`src/rtl/led_counter_pkg.sv`:
```
// ----------------------------------------------------------------------------
// led_counter_pkg
//   Shared definitions for the LED up/down counter slice.
//   - MODE_* : encodings of the 2-bit mode input (2'b11 behaves as HOLD)
//   - pc_width(): prescaler counter width, $clog2(PRESCALE) with a floor of 1
//     so that PRESCALE values of 1 and 2 still get a legal 1-bit counter.
// ----------------------------------------------------------------------------
package led_counter_pkg;

  localparam logic [1:0] MODE_DIR    = 2'b00;
  localparam logic [1:0] MODE_BOUNCE = 2'b01;
  localparam logic [1:0] MODE_HOLD   = 2'b10;

  function automatic int pc_width(input int prescale);
    int w;
    w = $clog2(prescale);
    return (w < 1) ? 1 : w;
  endfunction

  // True when the mode lets a prescaler tick move the count.
  function automatic logic mode_steps(input logic [1:0] mode);
    return (mode == MODE_DIR) || (mode == MODE_BOUNCE);
  endfunction

endpackage

```
`src/rtl/tick_prescaler.sv`:
```
// ----------------------------------------------------------------------------
// tick_prescaler
//   Divides the enabled clock down to one tick every PRESCALE enabled cycles.
//   Ports:
//     clk   in  clock
//     rst   in  asynchronous active-high reset, counter -> 0
//     en    in  counter advances only while high; tick is forced low when 0
//     clr   in  synchronous clear, restarts the PRESCALE-cycle window
//     tick  out combinational, high on the last enabled cycle of a window
// ----------------------------------------------------------------------------
module tick_prescaler
  import led_counter_pkg::*;
#(
  parameter int PRESCALE = 12_000_000
) (
  input  logic clk,
  input  logic rst,
  input  logic en,
  input  logic clr,
  output logic tick
);

  localparam int              PC_W    = pc_width(PRESCALE);
  localparam logic [PC_W-1:0] PC_LAST = PC_W'(PRESCALE - 1);

  logic [PC_W-1:0] pc;

  // With PRESCALE=1 the counter sits at 0 and tick simply follows en.
  assign tick = en && (pc == PC_LAST);

  always_ff @(posedge clk or posedge rst) begin
    if (rst)       pc <= '0;
    else if (clr)  pc <= '0;
    else if (tick) pc <= '0;
    else if (en)   pc <= pc + PC_W'(1);
  end

endmodule

```
`src/rtl/led_updown_counter.sv`:
```
// ----------------------------------------------------------------------------
// led_updown_counter
//   Up/down counter driving the board LED bank, stepped by a built-in
//   prescaler. Modes: DIR (direction from up_down), BOUNCE (auto-reversing
//   between 0 and MAX), HOLD. Synchronous load; wrap or saturate in DIR mode.
//   Ports:
//     clk       in  clock
//     rst       in  asynchronous active-high reset
//     en        in  prescaler enable; 0 freezes stepping (load still works)
//     up_down   in  DIR mode direction, 1 = up
//     mode      in  00 DIR, 01 BOUNCE, 10/11 HOLD
//     load      in  synchronous load strobe, beats stepping
//     load_val  in  value loaded on load
//     led       out registered count
//     dir       out registered direction, 1 = up
//     tc        out registered one-cycle pulse on a bound event
// ----------------------------------------------------------------------------
module led_updown_counter
  import led_counter_pkg::*;
#(
  parameter int WIDTH    = 8,
  parameter int PRESCALE = 12_000_000,
  parameter int SATURATE = 0
) (
  input  logic             clk,
  input  logic             rst,
  input  logic             en,
  input  logic             up_down,
  input  logic [1:0]       mode,
  input  logic             load,
  input  logic [WIDTH-1:0] load_val,
  output logic [WIDTH-1:0] led,
  output logic             dir,
  output logic             tc
);

  localparam logic [WIDTH-1:0] CNT_MAX = '1;
  localparam logic [WIDTH-1:0] CNT_ONE = WIDTH'(1);

  logic             tick;
  logic             step;
  logic [WIDTH-1:0] led_nx;
  logic             dir_nx;
  logic             tc_nx;
  logic             at_top;
  logic             at_bot;

  // Load restarts the step window so the first step after a load lands a
  // full PRESCALE enabled cycles later.
  tick_prescaler #(
    .PRESCALE (PRESCALE)
  ) u_prescaler (
    .clk  (clk),
    .rst  (rst),
    .en   (en),
    .clr  (load),
    .tick (tick)
  );

  assign step   = tick && mode_steps(mode);
  assign at_top = (led == CNT_MAX);
  assign at_bot = (led == '0);

  always_comb begin
    led_nx = led;
    dir_nx = dir;
    tc_nx  = 1'b0;
    if (load) begin
      led_nx = load_val;
    end else if (mode == MODE_DIR) begin
      // dir tracks the switch every cycle, so the step taken on this edge
      // follows the same direction that dir shows afterwards.
      dir_nx = up_down;
      if (step) begin
        if (up_down) begin
          if (at_top) begin
            tc_nx  = 1'b1;
            led_nx = (SATURATE != 0) ? CNT_MAX : '0;
          end else begin
            led_nx = led + CNT_ONE;
          end
        end else begin
          if (at_bot) begin
            tc_nx  = 1'b1;
            led_nx = (SATURATE != 0) ? '0 : CNT_MAX;
          end else begin
            led_nx = led - CNT_ONE;
          end
        end
      end
    end else if (mode == MODE_BOUNCE) begin
      if (step) begin
        if (dir && at_top) begin
          // Reverse at the top and move back one in the same step.
          dir_nx = 1'b0;
          led_nx = led - CNT_ONE;
          tc_nx  = 1'b1;
        end else if (!dir && at_bot) begin
          dir_nx = 1'b1;
          led_nx = led + CNT_ONE;
          tc_nx  = 1'b1;
        end else begin
          led_nx = dir ? (led + CNT_ONE) : (led - CNT_ONE);
          // A 1-bit counter touches a bound on every step.
          tc_nx  = (WIDTH == 1);
        end
      end
    end
  end

  always_ff @(posedge clk or posedge rst) begin
    if (rst) begin
      led <= '0;
      dir <= 1'b1;
      tc  <= 1'b0;
    end else begin
      led <= led_nx;
      dir <= dir_nx;
      tc  <= tc_nx;
    end
  end

endmodule

```
`config.mk`:
```
export PLATFORM = sky130hd
export DESIGN_NAME = led_updown_counter
export DESIGN_NICKNAME = d
export VERILOG_FILES = /design/src/rtl/led_counter_pkg.sv /design/src/rtl/tick_prescaler.sv /design/src/rtl/led_updown_counter.sv
export SDC_FILE = /design/constraint.sdc
export NUM_CORES = 1
export LEC_CHECK = 0
export CORE_MARGIN = 3
export CORE_UTILIZATION = 40
export DETAILED_ROUTE_END_ITERATION = 7
export SLEW_MARGIN = 20
export SYNTH_ARGS = -nofsm -noshare
export SYNTH_HDL_FRONTEND = slang
export SYNTH_HIERARCHICAL = 1
export SYNTH_SLANG_ARGS = --single-unit
```
`constraint.sdc`:
```
create_clock -name clk -period 3.1 [get_ports clk]
set_clock_uncertainty 0.05 [all_clocks]
set_input_delay 0.465 -clock clk [delete_from_list [all_inputs] [get_ports clk]]
set_output_delay 0.465 -clock clk [all_outputs]
set_load 0.01 [all_outputs]
```
# After elaboration in Yosys (flattened, before gate mapping)
# Index checks and enable logic that the tools add are counted.
totals:
  regBits: 34
  in_bits: 15
  out_inout_bits: 10
  word_cells: 57
classes:
  n_addsub: 3
  eq_ne: 5
  mux: 29
  n_bitwise: 1
  reduce_logical: 15
op_table:
  columns: ["cell", "n"]
  rows:
  - ["$mux 8", 11]
  - ["$mux 24", 3]
  - ["$add 24x1->24 const B", 1]
  - ["$eq 24x24->1 const B", 1]
  - ["$mux 1", 15]
  - ["$reduce_bool 3->1", 3]
  - ["$add 8x1->8 const B", 1]
  - ["$eq 8x8->1 const B", 1]
  - ["$logic_not 8->1", 1]
  - ["$sub 8x1->8 const B", 1]
  - ["$ne 3x3->1 const B", 2]
  - ["$logic_and 1x1->1", 4]
  - ["$reduce_and 4->1", 1]
  - ["$reduce_bool 2->1", 2]
  - ["$reduce_and 3->1", 1]
  - ["$eq 2x1->1 const B", 1]
  - ["$logic_not 2->1", 1]
  - ["$logic_not 1->1", 1]
  - ["$logic_or 1x1->1", 1]
  - ["$not 1->1", 1]

# Logic depth before layout (Yosys ltp)
# Gate-level depths: netlist of the first run.
depth:
  depth_word: 8
  mapped_depth: 12
  depth_no_buf: 10

# Cells and area by module
# Netlist of the first run, hierarchy kept.
modules_own_cells:
  columns: ["mod", "n_inst", "cells_per_inst", "area_each_um2", "seq_area_each_um2"]
  rows:
  - ["tick_prescaler", 1, 149, 1411.4, 600.6]
  - ["led_updown_counter", 1, 160, 1251.2, 251.5]

# Worst setup path before layout of the first run
# No wires, ideal clock.
synth_timing:
  path_kind: "register -> register"
  start: "reg u_prescaler.pc[5]"
  end: "reg led[5]"
  setup_ps: 122
  arrival_ps: 2216
  setup_slack_ps: 712
  path_stages_with_launch: 11
  path_buffers: 1
  period_less_slack_ps: 2388
  path_cell_list: "dfrtp_1 > nand3_2 > or3_4 > or3_4 > inv_1 > nor2b_1 > clkbuf_1 > nand2_1 > mux2i_1 > nand3_1 > a32o_1"
synth_via:
  elab_chain_len: 5
  word_cells_on_any_way: 6
  cone_classes: "eq/ne: 3; reduce/logical: 3"
synth_lines:
  columns: ["element", "line_no", "text"]
  rows:
  - ["start: declaration", "tick_prescaler.sv:26", "logic [PC_W-1:0] pc;"]
  - ["start signal: assignment", "tick_prescaler.sv:35", "else if (en) pc <= pc + PC_W'(1);"]
  - ["$eq 24x24->1 *", "tick_prescaler.sv:29", "assign tick = en && (pc == PC_LAST);"]
  - ["$logic_and 1x1->1 *", "tick_prescaler.sv:29", null]
  - ["net tick", "led_updown_counter.sv:40", "logic tick;"]
  - ["$logic_and 1x1->1 *", "led_updown_counter.sv:60", "assign step = tick && mode_steps(mode);"]
  - ["$ne 3x3->1 (no line)", null, null]
  - ["$reduce_and 3->1 (no line) *", null, null]
  - ["end signal: assignment", "led_updown_counter.sv:117", "led <= led_nx;"]
  - ["end: declaration", "led_updown_counter.sv:32", "output logic [WIDTH-1:0] led,"]
# The timed path passes the listed nets; every way through them passes the cells marked *.
# A chain may end at the register's enable or synchronous reset.

# Final worst setup path of the first run
layout_timing:
  start: "reg u_prescaler.pc[8]"
  end: "reg led[6]"
# The elaborated chain is that of the path after synthesis.

==> results of run 1 <==
## report_power, final
group          switching [mW]  total [mW]  internal [mW]
Combinational           0.123       0.235          0.112
Sequential             0.0469       0.507          0.460
Clock                   0.164       0.342          0.179
Total                   0.334        1.08          0.750
## layout make-up
cell class | count | area [um^2] | share of cell area [%]
Sequential cell | 34 | 852 | 28.9
Tap cell | 77 | 96.3 | 3.27
Multi-Input combinational cell | 245 | 1590 | 54.0
Inverter | 11 | 41.3 | 1.40
Timing Repair Buffer | 28 | 270 | 9.18
Clock buffer | 6 | 82.6 | 2.80
Clock inverter | 2 | 12.5 | 0.425
## kinds of logic (layout without fill, tap and decap cells)
| group | after synthesis | after routing | share of synthesized area (%) |
|---|---|---|---|
| AO/OA/AOI/OAI | 57 | 57 | 14.9 |
| XOR/XNOR | 28 | 28 | 9.21 |
| adder cells (fa/ha/maj) | 4 | 4 | 1.88 |
| buffers and inverters | 30 | 47 | 8.27 |
| flip-flops | 34 | 34 | 32.0 |
| multiplexers | 4 | 4 | 1.55 |
| AND/OR/NAND/NOR | 152 | 152 | 32.2 |
## placed cells by master (no fill, tap or decap), drive strengths merged, types with 8 or more instances in the layout
cell / count
a21oi: 14
clkdlybuf4s50: 24
dfrtp: 33
inv: 11
nand2: 33
nand3: 18
nand4: 9
nor2: 41
nor3: 8
o21ai: 11
xnor2: 11
xor2: 17
## sequential cells by signal (all words and copies together), names as in the netlist
name / count
dir: 1
led: 8
u_prescaler/pc: 24
tc: 1
## worst max path at each step
stage                         to  slack, ns              start  cells past startpoint
after floorplan           led[5]       0.71  u_prescaler/pc[5]                     10
after global placement    led[6]       0.50                 en                     10
after detailed placement  led[6]       0.44                 en                     10
after CTS                 led[6]       0.55  u_prescaler/pc[8]                      9
after global routing      led[6]       0.24  u_prescaler/pc[8]                      9
final                     led[6]       0.51  u_prescaler/pc[8]                      9
## per-stage QoR
stage	setup slack [ns]	instances	power, mW
2_1_floorplan	0.712	309	0.679
3_3_place_gp	0.497	395	0.751
3_5_place_dp	0.436	395	0.749
4_1_cts	0.545	403	1.10
5_1_grt	0.243	403	1.15
6_report	0.512	403	1.08
## layer usage
layer / vias to the layer above / track usage [%]
li1: 1130 / -
met1: 1078 / 26.6
met2: 90 / 28.9
met3: 6 / 3.01
met4: 0 / 5.58
met5: - / 0
==> results.ini, run 1 <==
[synth]
synth_edf_count = 0
yosys-top-cells-area = dfrtp_1 (31%), nor2_1 (5.6%), xor2_1 (5.6%), nand2_1 (4.7%), xnor2_1 (3.6%)
synth.most_common_cell = nor2_1
synthArstFlopShare_pct = 100
synth-seq-area-share_pct = 32.0
ys_ff_latch = 34
synth_top_area_share_pct = 31.0
synth_area_leader_cell = dfrtp_1
syn_inst = 309
synthFlopType = dfrtp_1
syn-cell-area_mm2 = 0.00266
synthTopCellsByCount = nor2_1 (40), dfrtp_1 (33), nand2_1 (33), nand3_1 (17), xor2_1 (17)
avgSynthCellArea_um2 = 8.62
synth_cell_type_count = 68
synth_fp_nets = 328
ys_warn_count = 6

[timing]
fin_crit_sh_pct = 83.5
setup_viol = 0
worst_pin_slew_ns = 0.922
post-route-min-period_ns = 2.59
max-slew-margin-rel_pct = 38.5
max_freq_mhz = 386
hold_slack_ns = 0.496
final_hold_viol_count = 0
drv_slew = 0
rsz0062_at_grt = no
fin_setup_tns_ns = 0

[setup_path]
critPathTopFamily = simple AND/OR/NAND/NOR gates
r2r_end = led[6]
cp_cell_sequence = nor4b_1, nand4_1, or3_4, inv_1, nand2b_1, nor2_1, inv_1, a221oi_1, o22ai_1
reg2reg_depth = 9
worstPathArrival_ns = 2.69
reg2reg_slack_ns = 0.51
critPathSlowestCell = dfrtp_1
timing.critical_path.mode_cell = inv_1
end_kind = register
r2r-start = u_prescaler/pc[8]
worstPathMaxFanout = 9
cp_slowest_stage_delay_ns = 0.46
start_kind = register
crit_type = reg -> reg
critPathBufInv = 2
required_ns = 3.20

[worst_hold_path]
holdPathEnd = u_prescaler/pc[23]
hold_path_class = reg -> reg
hold_depth = 1
min_from = u_prescaler/pc[23]

[final_layout]
final_layout_size_suffix_gt1_share_pct = 11.3
diodes = 0
syn2layout_area_growth_pct = 10.6
final_core_util_pct = 46.1
final_nets = 344
fin_area_mm2 = 0.00295
fillers = 637

[power_and_ir_drop]
p_leak_nw = 1.17
peakVddDrop_mv = 0.280
power_density_mw_per_mm2 = 368

[routing]
top_layer_used = met4
drc = 0
num_vias = 2304
dr.pass1.iters = 4
wl_per_cell_um = 16.2
drt_iter0_drc = 224
via_per_inst = 5.72
met3_length_um = 448
antenna_left = 0
met2_length_mm = 3.00
wirelength_mm = 6.53
met1_length_mm = 3.02

[cts]
root_buffer = clkbuf_8
clk_pin_slew_worst_paths_ns = 0.08
cts_tree = yes
cts_hold_buffers = 0
cts_buffer_depth = 2
clock_sinks = 34
cts_buffers = 5
h-tree-depth = 2
clk_latency_ns = 0.28
cts_resized = 0
post_cts_buffers = 0

[die]
ios = 25
die_area_mm2 = 0.00767
dieHeight_um = 87.6
initial_core_util_pct = 41.7
num_rows = 29
die_x_um = 87.6
core_mm2 = 0.00639

[global_routing]
grt_pass1_wl_mm = 11.4
grtUsageTotal_pct = 18.6
grt_pass1_vias = 2286
antenna_found_initial = 0
grt_max_degree = 30
overflow = 0

[placed_design]
io_buffers = 24
gp_congestion = 0.949
dp_hpwl_mm = 4.91
placedInstanceArea_mm2 = 0.00285

[status]
status = finished clean

[run]
maxCapViolCount = 0

No activity file was read; power rests on OpenSTA's default activity.
==> run 2: changes to the inputs <==
==> constraint.sdc (replaced) <==
create_clock -name clk -period 2.7 [get_ports clk]
set_clock_uncertainty 0.05 [all_clocks]
set_input_delay 0.405 -clock clk [delete_from_list [all_inputs] [get_ports clk]]
set_output_delay 0.405 -clock clk [all_outputs]
set_load 0.01 [all_outputs]
==> run 2 against run 1 <==
Net effect:
- worst setup slack got worse by 0.20 ns
- power up 32%
- critical path depth grew 1
- highest routed layer unchanged
- clock-buffer cell count decreased by 1
- final area grew 4.0%
- first-iteration DRC count is 6.3% lower
- clock power grew 68%
- sequential share of layout area shrank 1.1 points
- die area unchanged
==> results.ini, run 2 (synthesis results as in run 1) <==
[final_layout]
final_common_cell = nor2_1
top_register = u_prescaler/pc
syn2layout_area_growth_pct = 15.0
final_nets = 353
reg_top3 = u_prescaler/pc (24), led (8)
largest_register_ffs = 24
diodes = 0
finalNonFillerCells = 412
final_core_util_pct = 47.9
final_cell_mix = nor2_1 (40), nand2_1 (33), dfrtp_1 (33)
fillers = 614
final_layout_size_suffix_gt1_share_pct = 14.0
fin_area_mm2 = 0.00306

[placed_design]
io_buffers = 24
placedInstanceArea_mm2 = 0.00292
dp_hpwl_mm = 5.01
dpl.cell_count = 404
gp_congestion = 0.974
dp_slack_ns = 0.206

[cts]
clk_pin_slew_worst_paths_ns = 0.08
cts_hold_buffers = 0
post_cts_buffers = 0
cts_tree = yes
cts_resized = 0
h-tree-depth = 2
root_buffer = clkbuf_8
clock_sinks = 34
clk_latency_ns = 0.29
cts_buffer_depth = 2
cts_buffers = 5

[global_routing]
grt_max_degree = 26
grtUsageTotal_pct = 18.8
grt_pass1_vias = 2346
grt_pass1_wl_mm = 11.4
overflow = 0
antenna_found_initial = 0

[power_and_ir_drop]
power_density_mw_per_mm2 = 468
p_total_mw = 1.43
p_leak_nw = 1.24
peakVddDrop_mv = 0.274

[setup_path]
required_ns = 2.88
r2r_end = led[2]
reg2reg_depth = 10
crit_type = reg -> reg
start_kind = register
worstPathMaxFanout = 7
reg2reg_slack_ns = 0.31
worstPathArrival_ns = 2.56
r2r-start = u_prescaler/pc[8]
end_kind = register

[timing]
fin_crit_sh_pct = 88.4
finalWorstSetupSlack_ns = 0.313
worst_pin_slew_ns = 0.572
hold_slack_ns = 0.432
rsz0062_at_grt = no
max-slew-margin-rel_pct = 61.5
drv_slew = 0
post-route-min-period_ns = 2.39
max_freq_mhz = 419
fin_setup_tns_ns = 0
setup_viol = 0
final_hold_viol_count = 0

[status]
status = finished clean

[die]
die_area_mm2 = 0.00767
dieHeight_um = 87.6
die_x_um = 87.6
num_rows = 29
core_mm2 = 0.00639
ios = 25
initial_core_util_pct = 41.7

[routing]
num_vias = 2343
dr.pass1.iters = 7
wl_per_cell_um = 16.4
drt_iter0_drc = 210
via_per_inst = 5.69
antenna_left = 0
wirelength_mm = 6.76
drc = 0

[run]
maxCapViolCount = 0

[worst_hold_path]
hold_path_class = in -> async

-- run 2: where the power goes --
part	switching (mW)	internal, mW	leakage (nW)
clock	0.206	0.370	0.0683
combinational	0.144	0.132	0.714
sequential	0.0529	0.528	0.456
-- run 2: area by class of cell --
cell class	count	area (um^2)	share of cell area, %
sequential	34	852	27.8
tap	77	96.3	3.15
timing repair buffer	37	338	11.0
multi-input combinational	245	1600	52.1
inverter	11	41.3	1.35
clock inverter	3	68.8	2.25
clock buffer	5	68.8	2.25
-- run 2: worst max path at each step --
stage | startpoint | endpoint | slack [ns] | depth (start not counted)
floorplan | u_prescaler/pc[5] | led[5] | 0.31 | 10
CTS | u_prescaler/pc[8] | led[2] | 0.24 | 10
finish | u_prescaler/pc[8] | led[2] | 0.31 | 10
global route | u_prescaler/pc[8] | led[5] | 0.04 | 9
global placement | en | led[2] | 0.26 | 11
detailed placement | en | led[5] | 0.21 | 10
-- run 2: routing by layer --
layer  GRT usage (%)  up-vias  routed length (um)
met5               0        -                   0
met4            7.67        0                 116
met3            4.14       12                 445
li1                -     1145                   -
met2            29.0       81                3050
met1            25.6     1105                3150
-- run 2: worst max-delay path, stage by stage (launching register included) --
cell and delay (ns):
dfrtp_1 0.48, nor4b_2 0.32, nand4_1 0.15, or3_4 0.44, inv_1 0.08, nand2b_1 0.11
buf_4 0.17, nor2_1 0.09, nand2_1 0.07, a2111oi_2 0.22, a211o_1 0.14
==> run 3: changes to the inputs <==
--- a/config.mk
+++ b/config.mk
@@ -8,6 +8,7 @@
 export CORE_MARGIN = 3
 export CORE_UTILIZATION = 40
 export DETAILED_ROUTE_END_ITERATION = 7
+export GPL_ROUTABILITY_DRIVEN = 0
 export SLEW_MARGIN = 20
 export SYNTH_ARGS = -nofsm -noshare
 export SYNTH_HDL_FRONTEND = slang
==> results of run 3 <==
Final layout, timing and power as in run 2 (identical DEF).
